<file path="src/rtl/fetch_pkg.sv">
// rtl/fetch_pkg.sv - shared types and constants for the instruction-fetch front end
package fetch_pkg;

  localparam int FETCH_XLEN   = 32;
  localparam int MIPS_PC_STEP = 4;

  // Default queue entry: a fetched word and the address it came from.
  typedef struct packed {
    logic [FETCH_XLEN-1:0] instr;
    logic [FETCH_XLEN-1:0] pc;
  } fetch_entry_t;

  // Width needed to hold an occupancy value in 0..depth inclusive.
  function automatic int count_width(input int depth);
    return $clog2(depth + 1);
  endfunction

endpackage

</file>
<file path="src/rtl/fetch_fifo.sv">
// rtl/fetch_fifo.sv - synchronous FIFO with flush, parametrised on depth and entry type
module fetch_fifo
  import fetch_pkg::*;
#(
  parameter int  DEPTH   = 4,
  parameter type entry_t = fetch_entry_t
) (
  input  logic                          clk,
  input  logic                          reset,
  input  logic                          push,
  input  logic                          pop,
  input  logic                          flush,
  input  entry_t                        din,
  output entry_t                        dout,
  output logic [count_width(DEPTH)-1:0] count
);

  localparam int CW = count_width(DEPTH);
  localparam int PW = (DEPTH > 1) ? $clog2(DEPTH) : 1;

  entry_t          mem [DEPTH];
  logic [PW-1:0]   rd_ptr;
  logic [PW-1:0]   wr_ptr;
  logic            pop_eff;
  logic            push_eff;

  function automatic logic [PW-1:0] next_ptr(input logic [PW-1:0] p);
    return (p == PW'(DEPTH - 1)) ? '0 : p + 1'b1;
  endfunction

  // A pop on an empty queue is ignored; a push is accepted when there is room
  // or the head is leaving in the same cycle.
  always_comb begin
    pop_eff  = pop && (count != '0);
    push_eff = push && ((count != CW'(DEPTH)) || pop_eff);
  end

  // Pointer and occupancy tracking; flush empties the queue and wins over push/pop.
  always_ff @(posedge clk) begin
    if (reset || flush) begin
      rd_ptr <= '0;
      wr_ptr <= '0;
      count  <= '0;
    end else begin
      if (push_eff) wr_ptr <= next_ptr(wr_ptr);
      if (pop_eff)  rd_ptr <= next_ptr(rd_ptr);
      case ({push_eff, pop_eff})
        2'b10:   count <= count + 1'b1;
        2'b01:   count <= count - 1'b1;
        default: count <= count;
      endcase
    end
  end

  // Entry storage; contents are don't-care while the slot is not occupied.
  always_ff @(posedge clk) begin
    if (push_eff && !flush && !reset) mem[wr_ptr] <= din;
  end

  // Present zeros when empty so the head fields have defined values after reset.
  always_comb begin
    dout = (count == '0) ? '0 : mem[rd_ptr];
  end

endmodule

</file>
<file path="src/rtl/fetch_queue.sv">
// rtl/fetch_queue.sv - prefetching instruction-fetch front end with redirect flush
module fetch_queue
  import fetch_pkg::*;
#(
  parameter int              XLEN     = 32,
  parameter int              DEPTH    = 4,
  parameter logic [XLEN-1:0] RESET_PC = '0,
  parameter int              PC_STEP  = MIPS_PC_STEP
) (
  input  logic                          clk,
  input  logic                          reset,
  input  logic                          redirect_valid,
  input  logic [XLEN-1:0]               redirect_pc,
  output logic                          imem_en,
  output logic [XLEN-1:0]               imem_addr,
  input  logic [XLEN-1:0]               imem_rdata,
  output logic                          out_valid,
  input  logic                          out_ready,
  output logic [XLEN-1:0]               out_instr,
  output logic [XLEN-1:0]               out_pc,
  output logic [XLEN-1:0]               out_pc4,
  output logic [count_width(DEPTH)-1:0] count
);

  localparam int CW = count_width(DEPTH);

  typedef struct packed {
    logic [XLEN-1:0] instr;
    logic [XLEN-1:0] pc;
  } entry_t;

  logic [XLEN-1:0] pc_q;
  logic [XLEN-1:0] inflight_pc_q;
  logic            inflight_q;
  logic            pop;
  logic            push;
  logic [CW:0]     occupancy;
  logic            room;
  entry_t          push_entry;
  entry_t          head;

  // Issue only when the queue can absorb every word already owed to it,
  // counting the head that leaves this cycle as freed space.
  always_comb begin
    pop        = out_valid && out_ready;
    occupancy  = {1'b0, count} + {{CW{1'b0}}, inflight_q} - {{CW{1'b0}}, pop};
    room       = occupancy < (CW + 1)'(DEPTH);
    imem_en    = !reset && !redirect_valid && room;
    imem_addr  = pc_q;
    push       = inflight_q && !redirect_valid;
    push_entry = '{instr: imem_rdata, pc: inflight_pc_q};
    out_valid  = (count != '0);
    out_instr  = head.instr;
    out_pc     = head.pc;
    out_pc4    = head.pc + XLEN'(PC_STEP);
  end

  // Fetch PC and in-flight tracking; a redirect drops the outstanding read
  // and word-aligns the target.
  always_ff @(posedge clk) begin
    if (reset) begin
      pc_q          <= RESET_PC;
      inflight_q    <= 1'b0;
      inflight_pc_q <= '0;
    end else if (redirect_valid) begin
      pc_q       <= redirect_pc & ~XLEN'(3);
      inflight_q <= 1'b0;
    end else begin
      inflight_q <= imem_en;
      if (imem_en) begin
        inflight_pc_q <= pc_q;
        pc_q          <= pc_q + XLEN'(PC_STEP);
      end
    end
  end

  fetch_fifo #(
    .DEPTH   (DEPTH),
    .entry_t (entry_t)
  ) u_fifo (
    .clk   (clk),
    .reset (reset),
    .push  (push),
    .pop   (pop),
    .flush (redirect_valid),
    .din   (push_entry),
    .dout  (head),
    .count (count)
  );

endmodule

</file>
<file path="config.mk">
export PLATFORM = sky130hd
export DESIGN_NAME = fetch_queue
export DESIGN_NICKNAME = d
export VERILOG_FILES = /design/src/rtl/fetch_pkg.sv /design/src/rtl/fetch_fifo.sv /design/src/rtl/fetch_queue.sv
export SDC_FILE = /design/constraint.sdc
export NUM_CORES = 1
export LEC_CHECK = 0
export ABC_CLOCK_PERIOD_IN_PS = 3800
export CORE_ASPECT_RATIO = 0.9
export CORE_MARGIN = 2
export CORE_UTILIZATION = 25
export DETAILED_ROUTE_END_ITERATION = 16
export PLACE_DENSITY = 0.51
export SETUP_SLACK_MARGIN = 0.02
export SYNTH_ARGS = -nofsm -noshare
export SYNTH_HDL_FRONTEND = slang
export SYNTH_SLANG_ARGS = --single-unit
</file>
<file path="constraint.sdc">
create_clock -name clk -period 3.8 [get_ports clk]
set_input_delay 0.76 -clock clk [delete_from_list [all_inputs] [get_ports clk]]
set_output_delay 0.76 -clock clk [all_outputs]
set_load 0.05 [all_outputs]
</file>
* Yosys cells after proc, flatten, opt, wreduce, memory -nomap -nowiden
Memory sizes are Yosys's and may differ from the RTL's. A register that Yosys moved wholly into a read port is not among the register bits. Cells that the tools add are included.
Storage, ports and cells: register bits 72, word-level logic and storage cells 51, memories 1, memory bits (writable) 256
Cells by class: mux-type cells 10, $add $sub $neg 8, equality and inequality tests 5, bitwise operators 1, reductions and logical operators 18, $lt $le $gt $ge 1
Memory list:
- u_fifo.mem | words 4, bits a word 64, rd ports 1, clocked after memory_dff 1, write ports 1, RTL line fetch_fifo.sv:21 | entry_t mem [DEPTH];
Operator list (count):
- $add 32x3->32 const B | 2
- $mux 32 | 2
- $mux 64 | 1
- $logic_and 1x1->1 | 8
- $mux 2 | 4
- $eq 2x2->1 const B | 3
- $pmux 3 s2 | 1
- $add 2x1->2 const B | 2
- $add 3x1->4 | 1
- $lt 4x3->1 const B | 1
- $reduce_bool 2->1 | 2
- $sub 4x1->4 | 1
- $add 3x1->3 const B | 1
- $logic_not 3->1 | 1
- $ne 3x3->1 const B | 1
- $reduce_bool 3->1 | 1
- $sub 3x1->3 const B | 1
- $eq 2x1->1 const B | 1
- $logic_not 1->1 | 2
- $logic_or 1x1->1 | 2
- $mux 1 | 2
- $reduce_and 2->1 | 1
- $reduce_or 2->1 | 1
- $not 1->1 | 1

* Logic depth before layout (Yosys ltp)
depth after elaboration 9, mapped depth 17

* Modules after synthesis
From an unflattened synthesis, not the netlist that was laid out.
Unflattened totals: cell total of the unflattened synthesis 916, area total of the unflattened synthesis 13779.5 um^2
By module, submodules not included:
- fetch_fifo | times used 1, cells each 470, sequential area each 7867.5 um^2, area an instance 10259.8 um^2
- fetch_queue | times used 1, cells each 446, sequential area each 1221.2 um^2, area an instance 3519.6 um^2

* Worst setup path before layout
Ideal clock, no wire load.
path kind register -> output, start register u_fifo.count[2], end output out_pc4[22], arrival time 4.801 ns, buffers on the path 5, data required time 3.040 ns, path slack -1.761 ns, cell stages (with the launch flop) 15, path through dfxtp_1 > buf_2 > nor3_2 > inv_2 > clkbuf_1 > clkbuf_1 > nand2_1 > inv_1 > ha_1 > and4b_1 > buf_2 > and2_1 > clkbuf_1 > nand4_1 > xnor2_1
Between the ends: longest elaborated chain between the ends 3
Ends and longest elaborated chain:
- from (decl) | RTL line fetch_fifo.sv:15 | output logic [count_width(DEPTH)-1:0] count
- from (signal assigned) | RTL line fetch_fifo.sv:48 | 2'b10: count <= count + 1'b1;
- from (signal assigned) | RTL line fetch_fifo.sv:49 | 2'b01: count <= count - 1'b1;
- from (signal assigned) | RTL line fetch_fifo.sv:50 | default: count <= count;
- $logic_not 3->1 | RTL line fetch_fifo.sv:62 | dout = (count == '0) ? '0 : mem[rd_ptr];
- $mux 64 | RTL line fetch_fifo.sv:62
- net out_pc[2] | RTL line fetch_queue.sv:20 | output logic [XLEN-1:0] out_pc,
- $add 32x3->32 | RTL line fetch_queue.sv:55 | out_pc4 = head.pc + XLEN'(PC_STEP);
- to (decl) | RTL line fetch_queue.sv:21 | output logic [XLEN-1:0] out_pc4,
The timed path passes the listed nets, and every way through them passes these cells.

==> run metrics <==
status finished clean; Synth Area in Adders under 10%; fill count around 5300; vias per inst about 4.5; Post-synth EDFFs 248; Tmin final 3.71 ns; Clock transition at path regs 0.06 ns; share of total power in the clock network between 40 and 50%; pre-CTS setup slack 0.0659 ns; post-synthesis sequential area ratio 64.2%; crit path DAT 2.95 ns; worst r2r dst imem_addr[23]$_SDFFE_PP0P_; fin crit share about 98%; mean routed wirelength per cell 18.8 µm; DRC 0; Sw Ratio 22.5%; worst hold path class reg -> reg; Iteration-0 DRC Markers between 300 and 400; Comb pwr share under 10%; sw power between 1.5 and 2 mW; largest net degree at the start of global routing 63; fraction of layout cells with a size suffix above 1 23.4%; antenna violations before repair 0; CTS root buf clkbuf_16; Synth Flop Type edfxtp_1; Syn. warnings 0; Final WS setup 0.0880 ns; max-slew violations 0; setup_tns 0 ns; nature of the critical path endpoint output port; CTS tree done; Avg Inst Size Synth about 14 µm²; Die W 252 µm; Max stage delay cell, worst path dfxtp_4; CTS sink count 318; commonest cells in the netlist edfxtp_1, nand2_1, dfxtp_1; type of the worst setup path reg -> out; nets 1273; maximum clock insertion buffer count 3; Critical Path RT 3.04 ns; Synth area leaders edfxtp_1, dfxtp_1, mux4_2, and2_1, nand2_1; Final Hold Fails 0; CP cell instances buf_8, mux4_2, and2_4, o2111ai_4, nor4b_4, buf_4, nand4_1, xnor2_2, buf_12; number of global-route vias before repair 8926; CTS H-Tree Depth 2; antenna cells 0; top-area cell type share of the netlist area a little over half; count leader, synth edfxtp_1; Critical Path Max Stage Delay 0.40 ns; Total GRT Usage 12.5%; maxcap violations 0; P&R area growth vs syn 35.5%; cts bufs inserted 36; mux share of post-synthesis cell area 10.9%; DRT Pass-1 Iters 5; CP Launch Type register; Seq cells post-synth ~320; DR vias 8619; Initial Utilization 25.3%; slew margin rel. 55.7%; ANT nets after route 0; Synth Area in Compound Gates 5.08%; simple-gate area share of the yosys netlist a little under an eighth; maximum VDD drop 0.257 mV; first-pass GRT wire length 54.5 mm; core area 54400 µm²; Netlist cell types 72; Power Dens Cells roughly 420 nW/µm²; XOR/XNOR share of the synthesized area 3.61%; Post-synth ARST share 0%; unrepaired setup endpoints after global routing true; final instance area 18700 µm²; Cell Rows 81; worst-skew pair later-pin latency 0.54 ns; Post-Route WL 36.2 mm; reg2reg path depth 14; largest family of logic cells by synthesized area simple AND/OR/NAND/NOR gates; final setup fails 0; internal power slightly above 6 mW; Synth area leader edfxtp_1; worst r2r src u_fifo.count[1]$_SDFFE_PP0P_; worst-margin pin slew 0.655 ns; GRT overflow 0; sequential share of power approximately 49%; r2r setup slk ~0.87 ns; Die ar. 57100 µm²; Final Total Pwr between 7 and 8 mW; LEAKAGE 6.55 nW; RD Place Congestion 0.741; Post-Synthesis Cells a little under 1000; Die Span Y 227 µm; FMAX 269 MHz; Cell Area, Synth 13800 µm²; Buffers on Ports 192; crit-path max FO 6; half-perimeter wire length after placement 24.6 mm; Setup Skew approximately 0.023 ns; num ports 201; worst setup path endpoint out_pc4[25]; placed cell area 17100 µm²
[repair_timing]
item                                    in CTS  in global routing
pin swaps                                    4                 12
hold buffers                                 0                  0
endpoints found under the setup margin      51                 12
gates cloned                                 0                  1
resized for setup                           24                 30
setup buffers                                8                 13
endpoints found under the hold margin        0                  0
[state kept, by name, summed over array words and instances (netlist names), named ones only]
name,cells
u_fifo.rd_ptr,2
imem_addr,30
inflight_pc_q,30
u_fifo.count,3
u_fifo.mem,248
inflight_q,1
u_fifo.wr_ptr,2
[critical path: cells and delay by family (launching register included)]
kind | cells | cell delay, ns
AND/OR/NAND/NOR | 3 | 0.72
XOR/XNOR | 1 | 0.25
multiplexers | 1 | 0.39
buffers and inverters | 3 | 0.48
AO/OA/AOI/OAI | 1 | 0.18
flip-flops | 1 | 0.40
[cell families after synthesis]
| logic type | count (synthesis) |
|---|---|
| and+or+nand+nor | 292 |
| other | 1 |
| adders and majority gates | 11 |
| muxes | 70 |
| DFF | 318 |
| xor gates and xnor gates | 56 |
| AOI/OAI and AO/OA | 112 |
| buffers and inverters | 101 |
[through the flow]
stage	std cells	utilization, %	hold WS (ns)
floorplan	966	-	0.454
global placement	1839	31.4	0.478
detailed placement	1839	31.4	0.481
CTS	1910	33.9	0.491
global route	1924	34.3	0.533
finish	1924	34.3	0.484
[routing by layer]
metal	share of wire [%]	global-route usage (%)	wire length (µm)	up-vias
li1	-	-	-	4026
met1	47	17.5	17100	4304
met2	46	19.8	16500	237
met3	5.8	2.79	2090	52
met4	1.5	2.52	544	0
met5	0	0	0	-
[power groups by stage]
stage	combinational [mW]	clock (mW)	sequential [mW]
detailed placement	0.510	0	3.92
floorplan	0.223	0	3.98
CTS	0.515	3.59	3.85
finish	0.516	3.48	3.85
global route	0.551	3.72	3.85
global placement	0.507	0	3.92
[placed cells by master, fill, tap and decap left out, types with 28 or more instances in the layout]
master / instances
edfxtp_1: 248
clkdlybuf4s50_1: 141
nand2_1: 90
dfxtp_1: 65
a21oi_1: 64
mux4_2: 58
and2_1: 55
buf_4: 54
inv_1: 42
clkbuf_16: 38
buf_12: 37
nand3_1: 28
[worst min-delay path by stage]
stage / startpoint / end / slack (ns) / cells after the start
6_report: u_fifo.rd_ptr[1]$_SDFFE_PP0N_ / register / 0.48 / 2
5_1_grt: inflight_pc_q[25]$_SDFFE_PP0P_ / inflight_pc_q[25]$_SDFFE_PP0P_ / 0.53 / 2
4_1_cts: u_fifo.rd_ptr[1]$_SDFFE_PP0N_ / register / 0.49 / 2
3_5_place_dp: u_fifo.rd_ptr[1]$_SDFFE_PP0N_ / register / 0.48 / 2
3_3_place_gp: inflight_pc_q[21]$_SDFFE_PP0P_ / u_fifo.mem[1][21]$_DFFE_PP_ / 0.48 / 0
2_1_floorplan: u_fifo.rd_ptr[1]$_SDFFE_PP0N_ / register / 0.45 / 2
[layout make-up]
| cell class | instances | area [µm²] | area share (%) |
|---|---|---|---|
| clock inverters | 16 | 200 | 1.07 |
| well taps | 705 | 882 | 4.72 |
| inverters | 45 | 178 | 0.951 |
| multi-input cells | 547 | 4830 | 25.9 |
| clock buffers | 47 | 1000 | 5.37 |
| repair buffers | 246 | 2720 | 14.6 |
| flip-flops and latches | 318 | 8860 | 47.5 |
(Power assumes the default switching activity.)
==> RTL change 1 (same settings) <==
Make the reset (`reset`) asynchronous in one clocked block.
--- a/src/rtl/fetch_queue.sv
+++ b/src/rtl/fetch_queue.sv
@@ -58,5 +58,5 @@
   // Fetch PC and in-flight tracking; a redirect drops the outstanding read
   // and word-aligns the target.
-  always_ff @(posedge clk) begin
+  always_ff @(posedge clk or posedge reset) begin
     if (reset) begin
       pc_q          <= RESET_PC;
Check against the original RTL: differs if reset is asserted again (counterexample within 4 cycles, from zero or initial values and one cycle with reset high); with reset held inactive, the same outputs for 4 cycles.
==> RTL change 1 against the original RTL <==
Register-to-register slack got worse by 0.24 ns; final area fell by 1.1%; first-iteration DRC count rose by 36%; wire length fell by 1.8%; worst setup slack improved by 0.034 ns; sequential cell count did not move; synthesized area fell by 1.9%; via count fell by 2.6%; critical path type unchanged; critical endpoint is now out_pc4[30]; highest routed layer is now met5.
Power is not compared: it rests on default switching activity, and its combinational part moved more than twofold at a synthesized area within 25%.
==> RTL change 1: results (changes against the original RTL) <==
- Outcome: complete, no violations
- Crit Path Max Fanout: 7 (+1)
- Buffers added on ports: 192 (unchanged)
- Place WS: -0.0201 ns (-0.0860 ns)
- Cts bufs inserted: 34 (-5.6%)
- Startpoint of the worst register-to-register path: u_fifo.count[2]
- Cell count after synthesis: 898 (-6.6%)
- Met3 wirelength from detailed routing: 2050 um (-1.7%)
- Worst hold path cell count: 2 (unchanged)
- Worst-Skew Late Latency: 0.51 ns (-0.03 ns)
- Final instance count without filler cells: 1,873 (-2.7%)
- Final weighted congestion in routability-driven placement: 0.803 (+8.5%)
- Leakage power total: 6.52 nW
- Clock Pin Slew Worst Setup and Hold Paths: 0.06 ns (about the same)
- Signal arrival time at the worst endpoint: 2.92 ns (-0.03 ns)
- CP peak stage delay: 0.58 ns (+0.18 ns)
- Tot GR Track Use: 12.5% (+0.047 points)
- Number of cell instances on the worst register-to-register path: 16 (+2)
- Fraction of synthesis flops using an asynchronous set or reset pin: 19.2% (+19 points)
- Transition time at the pin with the least slew margin: 0.765 ns (+0.110 ns)
- Ratio of cells with drive above 1 in the final layout: 22.5% (-0.85 points)
- Count of H-tree levels built during CTS: 2 (unchanged)
- Register area share after synthesis: 67.6% (+3.5 points)
- Global-route track usage on met3: 2.65% (-0.14 points)
- Fill count: 5,160 (-2.2%)
- Leading post-synthesis cells by cell area: sky130_fd_sc_hd__edfxtp_1 55%, sky130_fd_sc_hd__dfrtp_1 11%, sky130_fd_sc_hd__mux4_2 7.8%
- Placed inst area: 0.0170 mm2 (-0.41%)
- Drt first-iter violations: 533 (+36%)
- Routed vias: 8,395 (-2.6%)
- Cell with the largest stage delay on the worst path: sky130_fd_sc_hd__or4_4
- Final setup fails: 0 (unchanged)
- Synth Warn #: 0 (unchanged)
- Net count reported at finish: 1,230 (-3.4%)
- Buffer cell driving the clock tree root: sky130_fd_sc_hd__clkbuf_16
- Maximum vdd ir drop: 0.198 mV
- Post-DP HPWL: 24,000 um (-2.3%)
- Initial antenna violation count: 1 (+1)
- Class of the tightest hold or removal check: reg2reg
- Global-route wire length before repair: 53,400 um (-2.0%)
- Buffer levels on the longest clock path: 3 (unchanged)
- Register with the most flip-flops: u_fifo.mem
- Largest net degree at the start of global routing: 62 (-1.6%)
- Met2 wire len: 15,000 um (-9.1%)
- Cell count after placement: 1,789 (-2.7%)
- Average detailed-routed wire length per instance: 19.0 um (+0.84%)
- Number of different library cells in the post-synthesis netlist: 63 (-13%)
- Routed met1 length: 17,900 um (+4.6%)
- Commonest cells in the netlist: 248 x sky130_fd_sc_hd__edfxtp_1, 147 x sky130_fd_sc_hd__nand2_1, 61 x sky130_fd_sc_hd__dfrtp_1, 57 x sky130_fd_sc_hd__and2_1, 47 x sky130_fd_sc_hd__mux4_2
- Grt met2 use: 18.4% (-1.5 points)
- Highest Signal Layer: met5
- Ys flop type: sky130_fd_sc_hd__edfxtp_1
- Final non-filler cell area: 0.0185 mm2 (-1.1%)
- Met1 track demand over resource in global routing: 18.8% (+1.4 points)
- Maximum clock skew at final layout: 0.0166 ns (-0.00660 ns)
[RTL change 1: cell count changes in the layout (fill, tap and decap cells not counted), sizes merged, moves of 19 or more]
cell / unedited run / this run
a21oi: 64 / 18
dfrtp: 0 / 61
dfxtp: 70 / 9
inv: 45 / 26
nand2: 93 / 147
o21a: 26 / 1
o21ai: 5 / 28
[RTL change 1: repair_timing]
action                     in CTS  in global routing
gates cloned                    1                  2
buffers inserted               12                  8
pin swaps                       3                  6
gates resized for setup        22                 23
setup endpoints to repair      33                 17
[RTL change 1: where the power goes]
| group | internal (mW) | leakage [nW] | total (mW) | switching, mW |
|---|---|---|---|---|
| sequential | 3.96 | 3.08 | 4.15 | 0.191 |
| clock | 1.96 | 0.534 | 3.31 | 1.35 |
| combinational | 0.436 | 2.90 | 1.12 | 0.688 |
[RTL change 1: kinds of logic after synthesis]
kind of cell	count (synthesis)	share of synthesized area, %
AND/OR/NAND/NOR	312	11.7
multiplexers	65	10.6
XOR/XNOR	43	2.78
flip-flops	318	67.6
AO/OA/AOI/OAI	78	3.62
adder cells (fa/ha/maj)	11	1.07
other	1	0.0277
buffers and inverters	70	2.58
[RTL change 1: final timing paths]
path	to	slack (ns)
max in group asynchronous	imem_addr[29]	2.31
min	register	0.50
max	out_pc4[30]	0.12
min in group asynchronous	inflight_pc_q[6]	1.00
min reg2reg	register	0.50
max reg2reg	imem_addr[26]	0.63
[RTL change 1: final cells by class]
class | count | share of cell area [%]
flip-flops and latches | 318 | 49.6
inverters | 26 | 0.596
clock buffers | 40 | 4.84
repair buffers | 256 | 15.8
multi-input cells | 515 | 23.3
well taps | 697 | 4.72
clock inverters | 21 | 1.14
==> RTL change 2 (same settings) <==
Made on the original files. Set the parameter `XLEN` to 40 (it was 32).
--- a/src/rtl/fetch_queue.sv
+++ b/src/rtl/fetch_queue.sv
@@ -3,5 +3,5 @@
   import fetch_pkg::*;
 #(
-  parameter int              XLEN     = 32,
+  parameter int              XLEN     = 40,
   parameter int              DEPTH    = 4,
   parameter logic [XLEN-1:0] RESET_PC = '0,
Ports: changed (6 resized); port bits go from 201 to 249. The function was not compared with the original's and may differ.
==> RTL change 2 against the original RTL <==
The flow now finishes with violations (negative setup slack); worst hold slack gained 0.0023 ns; non-clock buffer count grew 73; sequential cell count up 80; synthesized area grew 24%; worst setup slack got worse by 0.43 ns; final cell count increased by 26%; wire length rose by 36%; critical endpoint is now out_pc4[30]; largest cell class unchanged; final area is 25% higher; total power grew 21%; first-iteration DRC count increased by 110%.
==> RTL change 2: results (changes against the original RTL) <==
- Outcome: complete, but fails checks
- Violated checks: negative setup slack
- Fraction of area in registers: 47.5% (+0.076 points)
- Clock tree sinks: 398 (+25%)
- Largest register FFs: 312 (+26%)
- Worst reg2reg path endpoint: imem_addr[34]
- Per-instance average area after synthesis: 14.1 um2 (-1.5%)
- Routed vias: 11.2k (+30%)
- Power drawn by the clock network: 4.08 mW (+17%)
- Routed met1 length: 22,600 um (+33%)
- Slack of the critical path: -0.346 ns (-0.434 ns)
- Largest net degree at the start of global routing: 84 (+33%)
- Startpoint of the worst register-to-register path: u_fifo.count[2]
- Place WS: -0.0512 ns (-0.117 ns)
- CP peak stage delay: 0.65 ns (+0.25 ns)
- Register area share after synthesis: 64.6% (+0.45 points)
- Final setup fails: 22 (+22)
- Cts bufs inserted: 44 (+22%)
- Clock buffer count: 56 (+19%)
- Capturing element of the worst setup path: out_pc4[30]
- Final weighted congestion in routability-driven placement: 0.782 (+5.6%)
- Number of multi-input combinational cells in the layout: 717 (+31%)
- Tot GR Track Use: 13.7% (+1.3 points)
- Global-route wire length before repair: 73,300 um (+35%)
- Setup slack on the worst flop-to-flop path: 0.54 ns (-0.33 ns)
- Cell with the largest stage delay on the worst path: sky130_fd_sc_hd__or4_4
- Number of different library cells in the post-synthesis netlist: 63 (-13%)
- Buffers added on ports: 240 (+25%)
- Adder-cell share of the synthesized area: 0.846% (-0.21 points)
- Met3 wirelength from detailed routing: 3320 um (+59%)
==> RTL change 2: cell types whose count changed after synthesis, moves of 9 or more <==
cell	delta
sky130_fd_sc_hd__edfxtp_1	+64
sky130_fd_sc_hd__nand2_1	+58
sky130_fd_sc_hd__nor2_1	+40
sky130_fd_sc_hd__a211oi_1	+28
sky130_fd_sc_hd__o21a_1	-25
sky130_fd_sc_hd__mux4_2	+22
sky130_fd_sc_hd__clkbuf_1	+17
sky130_fd_sc_hd__nor3_1	+17
sky130_fd_sc_hd__a21oi_1	-16
sky130_fd_sc_hd__dfxtp_1	+16
sky130_fd_sc_hd__inv_1	-15
sky130_fd_sc_hd__nor4_1	+13
sky130_fd_sc_hd__o21ai_0	+9
==> RTL change 2: repair_timing <==
action,CTS,global route
cloned,4,0
hold buffers,0,0
pin swaps,15,9
setup buffers,24,4
gates resized for setup,67,21
endpoints found under the setup margin,36,30
